### src/rtl/spi_ram_pkg.sv
// Shared encodings for the SPI/host RAM arbiter:
// SPI command codes, arbiter states and access owner tags.
package spi_ram_pkg;

    localparam logic [1:0] CMD_WR_ADDR = 2'b00;
    localparam logic [1:0] CMD_WR_DATA = 2'b01;
    localparam logic [1:0] CMD_RD_ADDR = 2'b10;
    localparam logic [1:0] CMD_RD_DATA = 2'b11;

    typedef enum logic [1:0] {
        ST_IDLE    = 2'd0,
        ST_ACCESS  = 2'd1,
        ST_RD_DATA = 2'd2
    } state_e;

    typedef enum logic {
        OWNER_SPI  = 1'b0,
        OWNER_HOST = 1'b1
    } owner_e;

    // Frames that queue a RAM access (as opposed to loading an address latch).
    function automatic logic is_access(input logic [1:0] cmd);
        return (cmd == CMD_WR_DATA) || (cmd == CMD_RD_DATA);
    endfunction

endpackage

### src/rtl/spi_ram_arbiter_if.sv
// Bundle of SPI frame, host port and RAM port signals.
// slave = arbiter side, master = environment side.
interface spi_ram_arbiter_if #(
    parameter int DATA_WIDTH = 8,
    parameter int ADDR_WIDTH = 8
) ();
    logic [DATA_WIDTH+1:0] rx_data;
    logic                  rx_valid;
    logic [DATA_WIDTH-1:0] tx_data;
    logic                  tx_valid;
    logic                  host_req;
    logic                  host_we;
    logic [ADDR_WIDTH-1:0] host_addr;
    logic [DATA_WIDTH-1:0] host_wdata;
    logic                  host_gnt;
    logic [DATA_WIDTH-1:0] host_rdata;
    logic                  host_rvalid;
    logic                  ram_en;
    logic                  ram_we;
    logic [ADDR_WIDTH-1:0] ram_addr;
    logic [DATA_WIDTH-1:0] ram_wdata;
    logic [DATA_WIDTH-1:0] ram_rdata;
    logic                  spi_overrun;

    modport slave (
        input  rx_data, rx_valid, host_req, host_we, host_addr,
        input  host_wdata, ram_rdata,
        output tx_data, tx_valid, host_gnt, host_rdata, host_rvalid,
        output ram_en, ram_we, ram_addr, ram_wdata, spi_overrun
    );

    modport master (
        output rx_data, rx_valid, host_req, host_we, host_addr,
        output host_wdata, ram_rdata,
        input  tx_data, tx_valid, host_gnt, host_rdata, host_rvalid,
        input  ram_en, ram_we, ram_addr, ram_wdata, spi_overrun
    );
endinterface

### src/rtl/spi_cmd_decoder.sv
// SPI frame decoder: address latches, optional auto-increment,
// single-entry pending access snapshot and sticky overrun flag.
module spi_cmd_decoder
    import spi_ram_pkg::*;
#(
    parameter int DATA_WIDTH = 8,
    parameter int ADDR_WIDTH = 8,
    parameter bit AUTO_INC   = 1'b0
) (
    input  logic                  clk,
    input  logic                  rst,
    input  logic [DATA_WIDTH+1:0] rx_data,
    input  logic                  rx_valid,
    input  logic                  grant,
    output logic                  pend_valid,
    output logic                  pend_we,
    output logic [ADDR_WIDTH-1:0] pend_addr,
    output logic [DATA_WIDTH-1:0] pend_data,
    output logic                  spi_overrun
);
    logic [1:0]            cmd;
    logic [DATA_WIDTH-1:0] payload;
    logic [ADDR_WIDTH-1:0] wr_addr_q, wr_addr_d;
    logic [ADDR_WIDTH-1:0] rd_addr_q, rd_addr_d;
    logic                  pend_valid_q, pend_valid_d;
    logic                  pend_we_q, pend_we_d;
    logic [ADDR_WIDTH-1:0] pend_addr_q, pend_addr_d;
    logic [DATA_WIDTH-1:0] pend_data_q, pend_data_d;
    logic                  overrun_q, overrun_d;

    assign cmd     = rx_data[DATA_WIDTH+1:DATA_WIDTH];
    assign payload = rx_data[DATA_WIDTH-1:0];

    // Latch updates, snapshot of a new access, drop-on-busy detection.
    always_comb begin
        wr_addr_d    = wr_addr_q;
        rd_addr_d    = rd_addr_q;
        pend_valid_d = pend_valid_q;
        pend_we_d    = pend_we_q;
        pend_addr_d  = pend_addr_q;
        pend_data_d  = pend_data_q;
        overrun_d    = overrun_q;
        if (grant) begin
            pend_valid_d = 1'b0;
            if (AUTO_INC) begin
                if (pend_we_q) wr_addr_d = wr_addr_q + ADDR_WIDTH'(1);
                else           rd_addr_d = rd_addr_q + ADDR_WIDTH'(1);
            end
        end
        if (rx_valid) begin
            if (cmd == CMD_WR_ADDR) wr_addr_d = payload[ADDR_WIDTH-1:0];
            if (cmd == CMD_RD_ADDR) rd_addr_d = payload[ADDR_WIDTH-1:0];
            if (is_access(cmd)) begin
                if (pend_valid_q && !grant) begin
                    overrun_d = 1'b1;
                end else begin
                    pend_valid_d = 1'b1;
                    pend_we_d    = (cmd == CMD_WR_DATA);
                    pend_addr_d  = (cmd == CMD_WR_DATA) ? wr_addr_q : rd_addr_q;
                    pend_data_d  = payload;
                end
            end
        end
    end

    // Decoder state registers.
    always_ff @(posedge clk) begin
        if (rst) begin
            wr_addr_q    <= '0;
            rd_addr_q    <= '0;
            pend_valid_q <= 1'b0;
            pend_we_q    <= 1'b0;
            pend_addr_q  <= '0;
            pend_data_q  <= '0;
            overrun_q    <= 1'b0;
        end else begin
            wr_addr_q    <= wr_addr_d;
            rd_addr_q    <= rd_addr_d;
            pend_valid_q <= pend_valid_d;
            pend_we_q    <= pend_we_d;
            pend_addr_q  <= pend_addr_d;
            pend_data_q  <= pend_data_d;
            overrun_q    <= overrun_d;
        end
    end

    assign pend_valid  = pend_valid_q;
    assign pend_we     = pend_we_q;
    assign pend_addr   = pend_addr_q;
    assign pend_data   = pend_data_q;
    assign spi_overrun = overrun_q;

endmodule

### src/rtl/spi_ram_arbiter.sv
// Shares one single-port RAM between the SPI command stream and a host port.
// SPI wins ties; read data is steered back to the owner of the access.
module spi_ram_arbiter
    import spi_ram_pkg::*;
#(
    parameter int DATA_WIDTH = 8,
    parameter int ADDR_WIDTH = 8,
    parameter bit AUTO_INC   = 1'b0
) (
    input logic               clk,
    input logic               rst,
    spi_ram_arbiter_if.slave  bus
);
    state_e                state_q, state_d;
    owner_e                owner_q, owner_d;
    logic                  ram_en_q, ram_en_d;
    logic                  ram_we_q, ram_we_d;
    logic [ADDR_WIDTH-1:0] ram_addr_q, ram_addr_d;
    logic [DATA_WIDTH-1:0] ram_wdata_q, ram_wdata_d;
    logic                  host_gnt_q, host_gnt_d;
    logic [DATA_WIDTH-1:0] tx_data_q, tx_data_d;
    logic                  tx_valid_q, tx_valid_d;
    logic [DATA_WIDTH-1:0] host_rdata_q, host_rdata_d;
    logic                  host_rvalid_q, host_rvalid_d;
    logic                  spi_grant;
    logic                  pend_valid;
    logic                  pend_we;
    logic [ADDR_WIDTH-1:0] pend_addr;
    logic [DATA_WIDTH-1:0] pend_data;
    logic                  spi_overrun;

    spi_cmd_decoder #(
        .DATA_WIDTH (DATA_WIDTH),
        .ADDR_WIDTH (ADDR_WIDTH),
        .AUTO_INC   (AUTO_INC)
    ) u_dec (
        .clk         (clk),
        .rst         (rst),
        .rx_data     (bus.rx_data),
        .rx_valid    (bus.rx_valid),
        .grant       (spi_grant),
        .pend_valid  (pend_valid),
        .pend_we     (pend_we),
        .pend_addr   (pend_addr),
        .pend_data   (pend_data),
        .spi_overrun (spi_overrun)
    );

    // Arbitration, RAM command staging and read-data steering.
    always_comb begin
        state_d       = state_q;
        owner_d       = owner_q;
        ram_en_d      = 1'b0;
        ram_we_d      = 1'b0;
        ram_addr_d    = '0;
        ram_wdata_d   = '0;
        host_gnt_d    = 1'b0;
        tx_data_d     = tx_data_q;
        tx_valid_d    = 1'b0;
        host_rdata_d  = host_rdata_q;
        host_rvalid_d = 1'b0;
        spi_grant     = 1'b0;
        unique case (state_q)
            ST_IDLE: begin
                if (pend_valid) begin
                    spi_grant   = 1'b1;
                    state_d     = ST_ACCESS;
                    owner_d     = OWNER_SPI;
                    ram_en_d    = 1'b1;
                    ram_we_d    = pend_we;
                    ram_addr_d  = pend_addr;
                    ram_wdata_d = pend_we ? pend_data : '0;
                end else if (bus.host_req) begin
                    state_d     = ST_ACCESS;
                    owner_d     = OWNER_HOST;
                    host_gnt_d  = 1'b1;
                    ram_en_d    = 1'b1;
                    ram_we_d    = bus.host_we;
                    ram_addr_d  = bus.host_addr;
                    ram_wdata_d = bus.host_we ? bus.host_wdata : '0;
                end
            end
            ST_ACCESS: begin
                state_d = ram_we_q ? ST_IDLE : ST_RD_DATA;
            end
            ST_RD_DATA: begin
                state_d = ST_IDLE;
                if (owner_q == OWNER_SPI) begin
                    tx_data_d  = bus.ram_rdata;
                    tx_valid_d = 1'b1;
                end else begin
                    host_rdata_d  = bus.ram_rdata;
                    host_rvalid_d = 1'b1;
                end
            end
            default: state_d = ST_IDLE;
        endcase
    end

    // Arbiter state and registered outputs.
    always_ff @(posedge clk) begin
        if (rst) begin
            state_q       <= ST_IDLE;
            owner_q       <= OWNER_SPI;
            ram_en_q      <= 1'b0;
            ram_we_q      <= 1'b0;
            ram_addr_q    <= '0;
            ram_wdata_q   <= '0;
            host_gnt_q    <= 1'b0;
            tx_data_q     <= '0;
            tx_valid_q    <= 1'b0;
            host_rdata_q  <= '0;
            host_rvalid_q <= 1'b0;
        end else begin
            state_q       <= state_d;
            owner_q       <= owner_d;
            ram_en_q      <= ram_en_d;
            ram_we_q      <= ram_we_d;
            ram_addr_q    <= ram_addr_d;
            ram_wdata_q   <= ram_wdata_d;
            host_gnt_q    <= host_gnt_d;
            tx_data_q     <= tx_data_d;
            tx_valid_q    <= tx_valid_d;
            host_rdata_q  <= host_rdata_d;
            host_rvalid_q <= host_rvalid_d;
        end
    end

    assign bus.ram_en      = ram_en_q;
    assign bus.ram_we      = ram_we_q;
    assign bus.ram_addr    = ram_addr_q;
    assign bus.ram_wdata   = ram_wdata_q;
    assign bus.host_gnt    = host_gnt_q;
    assign bus.tx_data     = tx_data_q;
    assign bus.tx_valid    = tx_valid_q;
    assign bus.host_rdata  = host_rdata_q;
    assign bus.host_rvalid = host_rvalid_q;
    assign bus.spi_overrun = spi_overrun;

endmodule

### src/flat_wrapper.sv
// flat-port wrapper written by rule: the top's interface ports become plain ports
module spi_ram_arbiter_flat import spi_ram_pkg::*;
#(
    parameter int DATA_WIDTH = 8,
    parameter int ADDR_WIDTH = 8,
    parameter bit AUTO_INC   = 1'b0
)
  (clk, rst, bus_rx_data, bus_rx_valid, bus_host_req, bus_host_we, bus_host_addr, bus_host_wdata, bus_ram_rdata, bus_tx_data, bus_tx_valid, bus_host_gnt, bus_host_rdata, bus_host_rvalid, bus_ram_en, bus_ram_we, bus_ram_addr, bus_ram_wdata, bus_spi_overrun);
  spi_ram_arbiter_if #(.DATA_WIDTH(DATA_WIDTH), .ADDR_WIDTH(ADDR_WIDTH)) bus_i ();
  input logic clk;
  input logic rst;
  input wire logic [$bits(bus_i.rx_data)-1:0] bus_rx_data;
  input wire logic [$bits(bus_i.rx_valid)-1:0] bus_rx_valid;
  input wire logic [$bits(bus_i.host_req)-1:0] bus_host_req;
  input wire logic [$bits(bus_i.host_we)-1:0] bus_host_we;
  input wire logic [$bits(bus_i.host_addr)-1:0] bus_host_addr;
  input wire logic [$bits(bus_i.host_wdata)-1:0] bus_host_wdata;
  input wire logic [$bits(bus_i.ram_rdata)-1:0] bus_ram_rdata;
  output wire logic [$bits(bus_i.tx_data)-1:0] bus_tx_data;
  output wire logic [$bits(bus_i.tx_valid)-1:0] bus_tx_valid;
  output wire logic [$bits(bus_i.host_gnt)-1:0] bus_host_gnt;
  output wire logic [$bits(bus_i.host_rdata)-1:0] bus_host_rdata;
  output wire logic [$bits(bus_i.host_rvalid)-1:0] bus_host_rvalid;
  output wire logic [$bits(bus_i.ram_en)-1:0] bus_ram_en;
  output wire logic [$bits(bus_i.ram_we)-1:0] bus_ram_we;
  output wire logic [$bits(bus_i.ram_addr)-1:0] bus_ram_addr;
  output wire logic [$bits(bus_i.ram_wdata)-1:0] bus_ram_wdata;
  output wire logic [$bits(bus_i.spi_overrun)-1:0] bus_spi_overrun;
  assign bus_i.rx_data = bus_rx_data;
  assign bus_i.rx_valid = bus_rx_valid;
  assign bus_i.host_req = bus_host_req;
  assign bus_i.host_we = bus_host_we;
  assign bus_i.host_addr = bus_host_addr;
  assign bus_i.host_wdata = bus_host_wdata;
  assign bus_i.ram_rdata = bus_ram_rdata;
  assign bus_tx_data = bus_i.tx_data;
  assign bus_tx_valid = bus_i.tx_valid;
  assign bus_host_gnt = bus_i.host_gnt;
  assign bus_host_rdata = bus_i.host_rdata;
  assign bus_host_rvalid = bus_i.host_rvalid;
  assign bus_ram_en = bus_i.ram_en;
  assign bus_ram_we = bus_i.ram_we;
  assign bus_ram_addr = bus_i.ram_addr;
  assign bus_ram_wdata = bus_i.ram_wdata;
  assign bus_spi_overrun = bus_i.spi_overrun;
  spi_ram_arbiter #(.DATA_WIDTH(DATA_WIDTH), .ADDR_WIDTH(ADDR_WIDTH), .AUTO_INC(AUTO_INC)) u_core (.clk(clk), .rst(rst), .bus(bus_i));
endmodule
### config.mk
export PLATFORM = sky130hd
export DESIGN_NAME = spi_ram_arbiter_flat
export DESIGN_NICKNAME = d
export VERILOG_FILES = /design/src/rtl/spi_ram_pkg.sv /design/src/rtl/spi_ram_arbiter_if.sv /design/src/rtl/spi_cmd_decoder.sv /design/src/rtl/spi_ram_arbiter.sv /design/src/flat_wrapper.sv
export SDC_FILE = /design/constraint.sdc
export NUM_CORES = 1
export LEC_CHECK = 0
export ABC_AREA = 1
export CORE_MARGIN = 10
export CORE_UTILIZATION = 51
export CTS_CLUSTER_DIAMETER = 60
export DETAILED_ROUTE_END_ITERATION = 6
export GPL_TIMING_DRIVEN = 0
export PLACE_DENSITY_LB_ADDON = 0.12
export SETUP_SLACK_MARGIN = 0.3
export SYNTH_ARGS = -nofsm -noshare
export SYNTH_HDL_FRONTEND = slang
export SYNTH_SLANG_ARGS = --single-unit
export TNS_END_PERCENT = 50
### constraint.sdc
create_clock -name clk -period 3.1 [get_ports clk]
set_input_delay 0.31 -clock clk [delete_from_list [all_inputs] [get_ports clk]]
set_output_delay 0.31 -clock clk [all_outputs]
set_load 0.02 [all_outputs]
==> results of run 1 <==
==> kinds of logic (layout without fill, tap and decap cells) <==
logic type / Yosys count / in the layout / synth area share
buffers and inverters: 43 / 132 / 0.0621
AND/OR/NAND/NOR: 195 / 195 / 0.293
AO/OA/AOI/OAI: 61 / 61 / 0.109
flip-flops: 75 / 75 / 0.536
==> through the flow <==
stage	instances	worst slack (ps)	power, mW	hold WS (ps)	cell area (µm²)
5_1_grt	533	1430	2.15	240	3820
2_1_floorplan	374	1990	1.18	436	2800
3_3_place_gp	517	1390	1.29	430	3620
4_1_cts	533	1470	2.07	221	3820
6_report	533	1490	2.06	234	3820
3_5_place_dp	517	1370	1.30	430	3620
==> area by class of cell <==
type	count	area [µm²]
buffer	16	72.6
clock buffer	14	143
clock inverter	2	60.1
fill	431	1380
inverter	27	101
multi-input combinational	256	1120
sequential	75	1500
tap	70	87.6
timing repair buffer	73	731
==> cells in the final DEF, fill, tap and decap left out, drive strengths merged <==
cell / netlist / routed
clkbuf: 7 / 21
clkdlybuf4s50: 0 / 73
dfxtp: 75 / 75
nor2: 75 / 75
bufinv: 0 / 2
nand3b: 9 / 9
nand3: 14 / 14
buf: 9 / 9
clkinv: 2 / 2
inv: 25 / 25
o21ai: 26 / 26
nand2: 87 / 87
nand4: 9 / 9
nor4: 1 / 1
a21oi: 35 / 35
==> power by group through the flow <==
stage / registers, mW / clock network, mW / logic, mW
6_report: 1.03 / 0.776 / 0.249
3_5_place_dp: 1.05 / 0 / 0.247
2_1_floorplan: 1.07 / 0 / 0.116
3_3_place_gp: 1.05 / 0 / 0.243
4_1_cts: 1.03 / 0.787 / 0.249
5_1_grt: 1.04 / 0.838 / 0.276
==> final timing paths <==
path | from | end | slack, ps
worst max-delay path | u_core.bus.tx_data[0]$_SDFFE_PP0P_ | bus_tx_data[0] | 1490
worst min-delay path | rst | u_core.bus.tx_data[0]$_SDFFE_PP0P_ | 230
worst max register to register | u_core.u_dec.pend_valid$_SDFF_PP0_ | u_core.u_dec.pend_data[1]$_SDFFE_PP0P_ | 1790
worst min register to register | u_core.bus.ram_we$_SDFF_PP0_ | u_core.state_q[1]$_SDFFE_PP0P_ | 440
==> state kept, by name, summed over array words and instances, names as in the netlist, 2 cells and up <==
register,count
u_core.bus.host_rdata,8
u_core.u_dec.pend_data,8
u_core.bus.ram_addr,8
u_core.bus.tx_data,8
u_core.u_dec.rd_addr_q,8
u_core.u_dec.pend_addr,8
u_core.state_q,2
u_core.u_dec.wr_addr_q,8
u_core.bus.ram_wdata,8
==> routing by layer <==
metal / global-route usage / vias up / share of wire
met2: 0.251 / 83 / 0.45
li1: - / 1364 / -
met3: 0.0496 / 10 / 0.081
met1: 0.207 / 1114 / 0.45
met4: 0.0646 / 0 / 0.013
met5: 0 / - / 0
==> qor.yml, run 1 <==
status: "finished clean"
wl_per_cell_um: 13.4
drt-initial-drc-count: 145
grt_usage: 0.163
power.internal_mw: 1.58
vias: 2571
p_sw_uw: 478
ant_nets: 0
worstPathArrival_ps: 1300
min_path_cells: 2
yosys_register_bits: 75
p_per_area_nw_per_um2: 538
synth.most_common_cell: "nand2_1"
maxSlewViolCount: 0
drive_gt1_frac: 0.0518
critical-path-top-delay-family: "buffers and inverters"
grt_first_pass_wirelength_mm: 11.5
wl_mm: 7.13
utilization: 0.734
post_cts_buffers: 0
clockBufferDepth: 2
synthArstFlopShare: 0
synth_flop_cell: "dfxtp_1"
grt_max_degree: 12
power_frac_comb: 0.121
coreArea_um2: 5200
die_width_um: 94.1
cts_hold_buf: 0
cts.clk_slew.worst_paths_ps: 70
worst_pin_slew_ps: 519
grt_pass1_vias: 2402
htree_levels: 3
synth_common_cells: "nand2_1, dfxtp_1, nor2_1, a21oi_1"
row_count: 26
fin_crit_sh: 0.520
overflow: 0
p_seq_frac: 0.502
worstSetupEndpointType: "primary output"
vias_per_cell: 4.82
dieHeight_um: 94.1
power.share.clock: 0.377
synth.area.top_cells: "dfxtp_1, nand2_1, nor2_1, a21oi_1, o21ai_0"
nets: 497
path_depth: 1
period_needed_ps: 1610
diodes: 0
place_congestion: 0.829
startpoint_type: "flop"
cts_sinks: 75
swShare: 0.232
rsz0062_at_grt: "no"
avgSynthCellArea_um2: 7.49
io_pins: 77
areaGrowthSynthToFinish_pct: 36.5
numCtsBuffers: 9
setup_viol: 0
dp.final_hpwl_mm: 5.30
slowest_delay_ps: 630
port_buffers: 73
clock.fmax_mhz: 620
path_max_fanout: 2
crit_path_cell_trace: "clkdlybuf4s50_1"
synth_seq_area_share: 0.536
start_util: 0.538
synth_top_area_frac: 0.536
clk_latency_ps: 340
maxSlewHeadroom: 0.653
drc: 0
finalSetupTns_ps: 0
yosysTopAreaCell: "dfxtp_1"
synth_nets: 413
clock-root-buffer: "clkbuf_8"
dr.pass1.iters: 4
cp_num_buf_inv: 1
skew_ps: 5.31
synth-edff-count: 0
r2r_cells: 5
maxCapViolations: 0
finalHoldViolCount: 0
vdd_drop_max_mv: 0.340
cts_tree: "done"
antenna_found_initial: 0
required_ps: 2790
yosys_warnings: 0
synth_cell_type_count: 21
dieArea_um2: 8850
critical_path.slowest_cell: "clkdlybuf4s50_1"
power.leakage_nw: 1.53
post_cts_resize_count: 0
hp-class: "primary input to flop"
crit_type: "flop to primary output"
synthesis.instances: 374
syn-cell-area_um2: 2800
Power figures use the tool's default switching activity.
==> run 2, diff against run 1 <==
- CORE_UTILIZATION: 51 -> 47
- clock period: 3.1 -> 1.5 ns (I/O delays scaled with it)
==> qor.yml, run 2 (synthesis gave the netlist of run 1 again) <==
status: "finished clean"
r2r-end: "u_core.u_dec.pend_addr[1]$_SDFFE_PP0P_"
startpoint_type: "flop"
nFillCells: 537  # +25%
mostFrequentLayoutCell: "nand2_1"
multiInputGateArea_um2: 1160  # +3.1%
cp_common_cell: "nor2_1"
vdd_drop_max_mv: 0.596  # +75%
clock-root-buffer: "clkbuf_8"
critical-path-top-delay-family: "flip-flops"
overflow: 0  # unchanged
worstSetupEndpointType: "flop"
p_sw_mw: 1.05  # +120%
maxSlewViolCount: 0  # unchanged
hold-worst-slack_ps: 73.0  # -161 ps
hp-class: "primary input to flop"
grt_first_pass_wirelength_mm: 11.7  # +1.7%
finalHoldViolCount: 0  # unchanged
vias: 2632  # +2.4%
clockBufferDepth: 2  # unchanged
wl_mm: 7.27  # +1.9%
row_count: 28  # +7.7%
p_seq_frac: 0.511  # +0.009
io_pins: 77  # unchanged
dp.final_hpwl_mm: 5.36  # +1.2%
grt_usage: 0.149  # -0.0144
power.leakage_nw: 1.81  # +18%
start_util: 0.479  # -0.0594
design_area_um2: 3870  # +1.4%
path_depth: 5  # +4
ant_nets: 0  # unchanged
antenna_found_initial: 0  # unchanged
startpoint: "u_core.state_q[1]$_SDFFE_PP0P_"
swShare: 0.253  # +0.0205
setup_ws_ps: 248  # -1240 ps
clock.fmax_mhz: 799
clk_latency_ps: 340  # about the same
areaGrowthSynthToFinish_pct: 38.4
r2r_cells: 5  # unchanged
register_area_um2: 1500  # about the same
cts.clk_slew.worst_paths_ps: 80  # about the same
power.share.clock: 0.366  # -0.011
place_ws_ps: -84.5  # -1460 ps
coreArea_um2: 5850  # +12%
drive_gt1_frac: 0.0876  # +0.0358
power.internal_mw: 3.12  # +98%
place_congestion: 0.786  # -5.2%
reg2reg_slack_ps: 250  # -1540 ps
period_needed_ps: 1250
grt_pass1_vias: 2407  # +0.21%
power_frac_comb: 0.123  # +0.002
htree_levels: 3  # unchanged
vias_per_cell: 4.85  # +0.49%
diodes: 0  # unchanged
setup_viol: 0  # unchanged
cp_num_buf_inv: 1  # unchanged
crit_path_cell_trace: "o21ai_1, nand2_2, buf_4, nor2_1, nor2_1"
numCtsBuffers: 9  # unchanged
maxSlewHeadroom: 0.661  # +0.00786
cts_sinks: 75  # unchanged
nets: 502  # +1.0%
drt-initial-drc-count: 131  # -9.7%
die_width_um: 97.2  # +3.3%
dr.pass1.iters: 4  # unchanged
fin_crit_sh: 0.834
dieHeight_um: 97.2  # +3.3%
p_per_area_nw_per_um2: 1080  # +100%
crit_path_end: "u_core.u_dec.pend_addr[1]$_SDFFE_PP0P_"
wl_per_cell_um: 13.4  # about the same
required_ps: 1740  # -1050 ps
grt_max_degree: 13  # +1
min_path_cells: 2  # unchanged
r2r_start: "u_core.state_q[1]$_SDFFE_PP0P_"
rsz0062_at_grt: "yes"
dp_cells: 522  # +0.97%
path_max_fanout: 10  # +8
slowest_delay_ps: 370  # -260 ps
dieArea_um2: 9440  # +6.7%
critical_path.slowest_cell: "dfxtp_2"
final_cell_mix: "nand2_1, dfxtp_1, nor2_1"
cts_tree: "done"
worstPathArrival_ps: 1490  # +190 ps
port_buffers: 73  # unchanged
skew_ps: 8.87  # +3.57 ps
placed_cell_area_um2: 3620  # +0.17%
worst_pin_slew_ps: 509  # -9.87 ps
cts_hold_buf: 0  # unchanged
drc: 0  # unchanged
maxCapViolations: 0  # unchanged
final_cells: 543  # +1.9%
crit_type: "flop to flop"
[run 2: changes by cell type in the layout (fill, tap and decap cells not counted), sizes merged]
cell           delta
clkdlybuf4s50    -38
clkbuf            -2
clkinvlp          +2
clkinv            +2
dlymetal6s2s      +5
bufinv            -1
dlygate4sd2      +33
buf               +4
[run 2: worst min-delay path by stage]
stage,slack (ps),startpoint,end
detailed placement,420,u_core.bus.ram_we$_SDFF_PP0_,u_core.state_q[1]$_SDFFE_PP0P_
floorplan,290,bus_ram_rdata[0],u_core.bus.tx_data[0]$_SDFFE_PP0P_
CTS,60,rst,u_core.bus.tx_data[0]$_SDFFE_PP0P_
finish,70,rst,u_core.bus.tx_data[7]$_SDFFE_PP0P_
global route,90,rst,u_core.bus.tx_data[7]$_SDFFE_PP0P_
global placement,420,u_core.bus.ram_we$_SDFF_PP0_,u_core.state_q[1]$_SDFFE_PP0P_
[run 2: repair_timing]
| action | in CTS | in global routing |
|---|---|---|
| gates cloned | 0 | 0 |
| endpoints found under the setup margin | 66 | 80 |
| hold endpoints to repair | 0 | 0 |
| buffers inserted | 0 | 5 |
| pin swaps | 0 | 0 |
| gates resized for setup | 33 | 22 |
[run 2: stage by stage]
step,TNS [ps],utilization,total power [mW]
finish,0,0.662,4.17
floorplan,0,-,2.45
CTS,0,0.646,4.17
global route,0,0.662,4.33
detailed placement,-647,0.620,2.69
global placement,-312,0.620,2.68
[run 2: routing by layer]
| layer | vias to the layer above | global-route usage | wire, µm |
|---|---|---|---|
| li1 | 1372 | - | - |
| met1 | 1178 | 0.186 | 3480 |
| met2 | 69 | 0.230 | 3300 |
| met3 | 13 | 0.0391 | 356 |
| met4 | 0 | 0.0715 | 139 |
| met5 | - | 0 | 0 |
[run 2: power groups by stage]
stage	clock [mW]	sequential [mW]	combinational (mW)
after global routing	1.62	2.14	0.569
final	1.53	2.13	0.512
after floorplan	0	2.21	0.240
after global placement	0	2.17	0.506
after detailed placement	0	2.17	0.512
after CTS	1.55	2.13	0.495
[run 2: worst register-to-register path, stage by stage (launching register included)]
cell     delay (ps)
dfxtp_2         370
o21ai_1         230
nand2_2         150
buf_4           200
nor2_1          130
nor2_1           60
[run 2: layout make-up]
cell class / count / area share
Inverter: 27 / 0.0271
Clock buffer: 11 / 0.0365
Buffer: 16 / 0.0207
Timing Repair Buffer: 78 / 0.191
Multi-Input combinational cell: 256 / 0.299
Tap cell: 75 / 0.0242
Sequential cell: 75 / 0.388
Clock inverter: 5 / 0.0136
==> run 3, diff against run 2 <==
- CORE_UTILIZATION: 47 -> 43
- clock period: 1.5 -> 1.15 ns (I/O delays scaled with it)
==> qor.yml, run 3 (synthesis gave the netlist of run 1 again) <==
hold-worst-slack_ps: 24.1  # -48.8 ps
grt_max_degree: 13  # unchanged
setup_viol: 0  # unchanged
required_ps: 1440  # -300 ps
start_util: 0.441  # -0.0376
skew_ps: 5.73  # -3.15 ps
design_area_um2: 4310  # +11%
wl_mm: 7.83  # +7.7%
areaGrowthSynthToFinish_pct: 53.8
dp.final_hpwl_mm: 5.55  # +3.6%
row_count: 29  # +3.6%
finalHoldViolCount: 0  # unchanged
grt_first_pass_wirelength_mm: 12.2  # +4.2%
rsz0062_at_grt: "yes"
grt_usage: 0.149  # about the same
clockBufferDepth: 2  # unchanged
mostFrequentLayoutCell: "nand2_1"
power.leakage_nw: 1.78  # -1.6%
vias: 2689  # +2.2%
ant_nets: 0  # unchanged
port_buffers: 73  # unchanged
htree_levels: 3  # unchanged
drive_gt1_frac: 0.338  # +0.250
dr.pass1.iters: 4  # unchanged
cts_hold_buf: 0  # unchanged
nFillCells: 544  # +1.3%
vias_per_cell: 4.91  # +1.2%
clock.fmax_mhz: 936  # +17%
nets: 506  # +0.80%
drt-initial-drc-count: 90  # -31%
overflow: 0  # unchanged
worst_pin_slew_ps: 495  # -13.9 ps
crit_type: "flop to flop"
period_needed_ps: 1070  # -184 ps
grt_pass1_vias: 2593  # +7.7%
fin_crit_sh: 0.929  # +0.0942
p_per_area_nw_per_um2: 1390  # +29%
place_congestion: 0.799  # +1.6%
cts_sinks: 75  # unchanged
maxCapViolations: 0  # unchanged
antenna_found_initial: 0  # unchanged
clk_latency_ps: 350  # about the same
numCtsBuffers: 9  # unchanged
worstSetupEndpointType: "flop"
vdd_drop_max_mv: 0.911  # +53%
multiInputGateArea_um2: 1330  # +14%
place_ws_ps: -432  # -347 ps
setup_ws_ps: 82.2  # -166 ps
wl_per_cell_um: 14.3  # +6.7%
drc: 0  # unchanged
coreArea_um2: 6350  # +8.5%
maxSlewHeadroom: 0.670  # +0.00929
die_width_um: 101  # +3.6%
final_cell_mix: "nand2_1, nor2_1, buf_6"
worstPathArrival_ps: 1350  # -140 ps
register_area_um2: 1560  # +3.5%
clock-root-buffer: "clkbuf_8"
hp-class: "primary input to flop"
diodes: 0  # unchanged
dieArea_um2: 10100  # +7.4%
maxSlewViolCount: 0  # unchanged
status: "finished clean"
startpoint_type: "flop"
path_max_fanout: 5  # -5
cts_tree: "done"
cts.clk_slew.worst_paths_ps: 70  # about the same
io_pins: 77  # unchanged
dieHeight_um: 101  # +3.6%
finalPower_mw: 6.00  # +44%
placed_cell_area_um2: 3700  # +2.2%
utilization: 0.678  # +0.0159
==> run 3: changes by cell type in the layout (fill, tap and decap cells not counted), moves of 18 or more <==
cell           change
a21oi_2           +18
a21oi_1           -18
dfxtp_1           -38
dlygate4sd2_1     -30
buf_6             +43
dfxtp_2           +36
==> run 3: final timing paths <==
kind                                  startpoint  slack [ps]                                endpoint  cells after the start
setup / recovery  u_core.state_q[1]$_SDFFE_PP0P_          80  u_core.u_dec.pend_data[0]$_SDFFE_PP0P_                      5
hold reg to reg     u_core.bus.ram_we$_SDFF_PP0_         440          u_core.state_q[1]$_SDFFE_PP0P_                      1
hold / removal                               rst          20      u_core.u_dec.pend_valid$_SDFF_PP0_                      2
setup reg to reg  u_core.state_q[1]$_SDFFE_PP0P_          80  u_core.u_dec.pend_data[0]$_SDFFE_PP0P_                      5
==> run 3: critical path, cell delays in order, from the launching register on <==
cell	delay, ps
dfxtp_4	390
nor2_4	210
nor2_4	90
nor2_4	160
nor2_1	60
nor2_1	90
==> run 3: power breakdown <==
group	total (mW)	leakage, nW	switching (mW)	internal [mW]
sequential	2.81	0.631	0.0807	2.72
combinational	0.825	1.03	0.433	0.393
clock	2.37	0.112	0.944	1.43
total	6.00	1.78	1.46	4.54
==> run 3: stage by stage <==
step | cells | TNS, ps
final | 548 | 0
after global routing | 548 | 0
after CTS | 547 | 0
after detailed placement | 524 | -12530
after global placement | 524 | -11510
after floorplan | 374 | 0
==> run 3: final cells by class <==
cell class / instances / share of cell area
Multi-Input combinational cell: 257 / 0.308
Sequential cell: 75 / 0.361
Buffer: 16 / 0.0270
Clock inverter: 5 / 0.0238
Clock buffer: 10 / 0.0296
Tap cell: 77 / 0.0224
Timing Repair Buffer: 81 / 0.201
Inverter: 27 / 0.0264
==> run 3: layer usage <==
| metal | vias up | track usage | share of wire |
|---|---|---|---|
| met5 | - | 0 | 0 |
| met4 | 0 | 0.0696 | 0.015 |
| met3 | 11 | 0.0460 | 0.066 |
| met2 | 69 | 0.234 | 0.48 |
| met1 | 1223 | 0.180 | 0.44 |
| li1 | 1386 | - | - |
==> run 3: what timing repair did <==
item | CTS | global route
pin swaps | 5 | 6
buffers inserted | 7 | 0
resized for setup | 294 | 32
setup endpoints to repair | 112 | 113
cloned | 1 | 1
